===== src/rtl/mem_pkg.sv =====
// mem_pkg: shared memory-port encodings and requester state type
package mem_pkg;
   localparam logic RW_WRITE = 1'b0;
   localparam logic RW_READ = 1'b1;
   localparam int WORD_BYTES = 4;
   typedef enum logic [1:0] {IDLE = 2'd0, ISSUE = 2'd1, WAIT = 2'd2, RESP = 2'd3} req_state_t;
endpackage


===== src/rtl/mem_requester_addr_check.sv =====
// addr_check: word alignment and legal-window check on a byte address
module addr_check import mem_pkg::*; #(
   parameter logic [31:0] BASE = 32'h0,
   parameter logic [31:0] BYTES = 32'h1000
) (
   input  logic [31:0] addr,
   output logic        ok
);
   // 33-bit bounds so a window touching the top of the address space cannot wrap
   localparam logic [32:0] LO = {1'b0, BASE};
   localparam logic [32:0] HI = {1'b0, BASE} + {1'b0, BYTES} - 33'(WORD_BYTES);
   always_comb ok = addr[1:0] == 2'b00 && {1'b0, addr} >= LO && {1'b0, addr} <= HI;
endmodule


===== src/rtl/mem_requester.sv =====
// mem_requester: one-at-a-time word request controller driving the mem port set
module mem_requester import mem_pkg::*; #(
   parameter int          RD_LATENCY = 1,
   parameter logic [31:0] MEM_BASE = 32'h0,
   parameter logic [31:0] MEM_BYTES = 32'h1000
) (
   input  logic        clock,
   input  logic        reset,
   input  logic        req_valid,
   output logic        req_ready,
   input  logic        req_rw,
   input  logic [31:0] req_addr,
   input  logic [31:0] req_wdata,
   output logic        resp_valid,
   output logic [31:0] resp_rdata,
   output logic        resp_err,
   output logic [31:0] mem_addr_32,
   output logic [31:0] mem_data_in_32,
   input  logic [31:0] mem_data_out_32,
   output logic        mem_rw,
   output logic        mem_en
);
   typedef struct packed {
      req_state_t  state;
      logic [2:0]  cnt;
      logic        ready;
      logic        valid;
      logic        err;
      logic        en;
      logic        rw;
      logic [31:0] rdata;
      logic [31:0] addr;
      logic [31:0] wdata;
   } regs_t;
   localparam regs_t RST = '{state: IDLE, cnt: 3'd0, ready: 1'b0, valid: 1'b0, err: 1'b0,
                             en: 1'b0, rw: RW_READ, rdata: 32'd0, addr: 32'd0, wdata: 32'd0};
   regs_t r, n;
   logic legal, accept;
   addr_check #(.BASE(MEM_BASE), .BYTES(MEM_BYTES)) u_check (.addr(req_addr), .ok(legal));
   assign accept = req_valid && r.ready;
   always_ff @(posedge clock or posedge reset)
      if (reset) r <= RST;
      else r <= n;
   // every output is a register; this block only computes their next values
   always_comb begin
      n = r;
      n.valid = 1'b0;
      n.err = 1'b0;
      n.en = 1'b0;
      unique case (r.state)
         IDLE: begin
            n.ready = !accept;
            if (accept) begin
               n.state = legal ? ISSUE : RESP;
               n.valid = !legal;
               n.err = !legal;
               n.en = legal;
               n.rdata = legal ? r.rdata : 32'd0;
               n.addr = legal ? req_addr : r.addr;
               n.wdata = legal ? req_wdata : r.wdata;
               n.rw = legal ? req_rw : r.rw;
            end
         end
         ISSUE: begin
            n.rw = RW_READ;
            n.state = r.rw == RW_READ ? WAIT : RESP;
            n.cnt = 3'(RD_LATENCY);
            n.valid = r.rw == RW_WRITE;
            n.rdata = r.rw == RW_WRITE ? 32'd0 : r.rdata;
         end
         WAIT: begin
            n.cnt = r.cnt - 3'd1;
            n.state = r.cnt == 3'd1 ? RESP : WAIT;
            n.valid = r.cnt == 3'd1;
            n.rdata = r.cnt == 3'd1 ? mem_data_out_32 : r.rdata;
         end
         RESP: begin
            n.state = IDLE;
            n.ready = 1'b1;
            n.rw = RW_READ;
         end
      endcase
   end
   assign req_ready = r.ready;
   assign resp_valid = r.valid;
   assign resp_rdata = r.rdata;
   assign resp_err = r.err;
   assign mem_addr_32 = r.addr;
   assign mem_data_in_32 = r.wdata;
   assign mem_rw = r.rw;
   assign mem_en = r.en;
endmodule


===== config.mk =====
export PLATFORM = sky130hd
export DESIGN_NAME = mem_requester
export DESIGN_NICKNAME = d
export VERILOG_FILES = /design/src/rtl/mem_pkg.sv /design/src/rtl/mem_requester_addr_check.sv /design/src/rtl/mem_requester.sv
export SDC_FILE = /design/constraint.sdc
export NUM_CORES = 1
export LEC_CHECK = 0
export BUFFER_PORTS_ARGS = -buffer_cell sky130_fd_sc_hd__buf_2
export CORE_ASPECT_RATIO = 0.9
export CORE_MARGIN = 2
export CORE_UTILIZATION = 52
export CTS_CLUSTER_DIAMETER = 100
export DETAILED_ROUTE_END_ITERATION = 16
export GPL_ROUTABILITY_DRIVEN = 0
export PLACE_DENSITY = 0.9
export REMOVE_ABC_BUFFERS = 1
export SYNTH_ARGS = -nofsm -noshare
export SYNTH_HDL_FRONTEND = slang
export SYNTH_SLANG_ARGS = --single-unit

===== constraint.sdc =====
create_clock -name clock -period 5.65 [get_ports clock]
set_input_delay 0.565 -clock clock [delete_from_list [all_inputs] [get_ports clock]]
set_output_delay 0.565 -clock clock [all_outputs]
set_load 0.05 [all_outputs]

==> impl_metrics.yaml <==
clock_tree:
  cts_buffers: 9
  clock-sinks: 106
  clockBufferDepth: 2
  cts_root_buf: "clkbuf_8"
  cts_setup_buffers: 0
  ctsHoldBuffers: 0
  htreeDepth: 3
  clock_latency_ns: 0.35
  clkTransAtPathRegs_ns: 0.10
  cts-resized-gates: 0
  cts_tree: "done"
place:
  portBuffers: 200
  dp_hpwl_mm: 7.13
timing:
  fmax_mhz: 370
  rsz0062_at_grt: "false"
  worst_hold_slack_ns: 0.271
  finalClockSkew_ns: 0.00757
  slew_viol_final: 0
  max_slew_margin_pct: 16.2
  period_minus_slack_ns: 2.71
  final_hold_viol_count: 0
  worst_pin_slew_ns: 1.26
  fin_tns_setup_ns: 0
  fin_crit_sh_pct: 47.9
  setup_violations: 0
route:
  wire_per_inst_um: 15.3
  drtAntennaViolNets: 0
  dr.first_iter.drc_count: 155
  dr.pass1.iters: 4
  num_vias: 3202
  drt_wl_total_mm: 9.73
  avgViaCountPerCell: 5.02
  drc: 0
pwr:
  switching_share_pct: 42.5
  pwr-share-clk_pct: 19.0
  p_sw_w: 0.000940
  p_int_w: 0.00127
  pwr-share-comb_pct: 40.2
  power.total_w: 0.00221
  p_leak_nw: 3.09
  ir_worst_vdd_v: 0.000189
  powerDensity_nw_per_um2: 402
  pwr-share-seq_pct: 40.7
layout:
  syn2layout_area_growth_pct: 11.4
  n_fill_cell: 715
  final_cell_mix: "buf_2, dfrtp_1, mux2_2, nand3_1, o2bb2ai_1"
  ff_latch_area_um2: 2650
  utilization_pct: 60.0
  multi_input_area_um2: 1440
  layout_commonest_cell: "buf_2"
  antenna_cells: 0
  post_route_cells_drive_above_1_share_pct: 51.6
  final_nets: 618
job:
  maxCapViolations: 0
synthesis:
  ys_warn_count: 0
  yosysSeqAreaShare_pct: 53.7
  synth_cells: 411
  synth_area_um2: 4940
  synth_flop_cell: "dfrtp_1"
  async_flop_share_pct: 100
  synth_area_per_cell_um2: 12.0
  synth.distinct_cells: 33
  ys_ff_latch: 106
  synth_edf_count: 0
floorplan:
  ios: 201
  initial_core_util_pct: 53.9
  fp.dieH_um: 96.5
  dieArea_um2: 10300
  die-width_um: 107
  coreArea_um2: 9170
  num_rows: 33
setup_path:
  worst_setup_path_start_kind: "register"
  cp_cell_sequence: "inv_1 > ha_1 > a221oi_4 > buf_4 > o31ai_4 > o2bb2ai_1"
  cp_slowest_cell: "ha_1"
  worstPathArrival_ns: 2.94
  crit_path_end_kind: "register"
  cp.required_ns: 5.88
  cpPeakStageDelay_ns: 0.64
  worstSetupPathType: "reg -> reg"
  worstPathMaxFanout: 36
global_routing:
  grt_overflow: 0
  grt_pass1_vias: 3236
  grt_max_degree: 65
  grt_pass1_wl_mm: 15.3
  track_usage_pct: 19.2
  grt_antenna_before_repair: 0
run_status:
  status: "completed"
worst_hold_path:
  holdCritPathClass: "in -> async"
[per-stage QoR]
stage | cells | cell area, um2 | setup slack, ns
after CTS | 638 | 5500 | 2.89
after global routing | 638 | 5500 | 2.71
after global placement | 622 | 5320 | 2.94
after floorplan | 296 | 4110 | 1.18
final | 638 | 5500 | 2.94
after detailed placement | 622 | 5320 | 2.70
[path summary, 6_finish.rpt]
check | from | end | slack (ns) | depth (start not counted)
min | reset | resp_rdata[31]$_DFFE_PP0P_ | 0.27 | 2
max reg2reg | r[104]$_DFFE_PP0P_ | resp_rdata[6]$_DFFE_PP0P_ | 2.94 | 6
max | r[104]$_DFFE_PP0P_ | resp_rdata[6]$_DFFE_PP0P_ | 2.94 | 6
min in group clock | req_wdata[2] | mem_data_in_32[2]$_DFFE_PP0P_ | 0.42 | 2
max in group asynchronous | reset | mem_data_in_32[8]$_DFFE_PP0P_ | 4.26 | 3
min reg2reg | resp_rdata[10]$_DFFE_PP0P_ | resp_rdata[10]$_DFFE_PP0P_ | 0.49 | 1
[critical path, delay by kind of cell (launching register included)]
kind	cells	cell delay, ns
buffers and inverters	2	0.49
adder cells (fa/ha/maj)	1	0.64
flip-flops	1	0.41
AO/OA/AOI/OAI	3	1.03
[flip-flops by register name, summed over array words and instances (netlist names)]
signal	flops
resp_err	1
resp_valid	1
mem_en	1
r	5
mem_data_in_32	32
mem_rw	1
req_ready	1
mem_addr_32	32
resp_rdata	32
[Yosys cell counts (4+ instances only)]
master / instances / area, um2
buf_2: 8 / 40.0
inv_1: 11 / 41.3
dfrtp_1: 105 / 2630
nor4_1: 5 / 31.3
clkbuf_1: 7 / 26.3
buf_4: 96 / 721
o21ai_0: 5 / 25.0
buf_6: 4 / 45.0
o2bb2ai_1: 32 / 280
mux2_2: 40 / 450
ha_1: 7 / 87.6
nor3_1: 4 / 20.0
nand3_1: 34 / 170
nor2b_1: 22 / 138
nand2_1: 5 / 18.8
[per-layer routing]
| metal | routed length, um | GRT usage (%) |
|---|---|---|
| met1 | 3940 | 23.6 |
| met2 | 4680 | 31.4 |
| met3 | 954 | 7.38 |
| met4 | 155 | 6.82 |
| met5 | 0 | 0 |
[layout make-up]
type | count | area share, %
Timing Repair Buffer | 204 | 18.7
Tap cell | 122 | 2.77
Clock inverter | 7 | 0.978
Sequential cell | 106 | 48.2
Multi-Input combinational cell | 179 | 26.2
Clock buffer | 9 | 2.25
Inverter | 11 | 0.796
[power by group through the flow]
stage	Sequential (W)	Clock, W	Combinational (W)
detailed placement	0.000913	0	0.000902
global placement	0.000908	0	0.000853
global route	0.000911	0.000472	0.000970
CTS	0.000899	0.000442	0.000902
floorplan	0.00115	0	0.000388
finish	0.000900	0.000421	0.000889
[cell families (layout without fill, tap and decap cells)]
| kind of cell | Yosys count | after routing | synth area share, % |
|---|---|---|---|
| multiplexers | 43 | 43 | 9.80 |
| flip-flops | 106 | 106 | 53.7 |
| AND/OR/NAND/NOR | 81 | 81 | 9.12 |
| AO/OA/AOI/OAI | 48 | 48 | 7.88 |
| buffers and inverters | 126 | 231 | 17.7 |
| adder cells (fa/ha/maj) | 7 | 7 | 1.77 |
(Power assumes the default switching activity.)
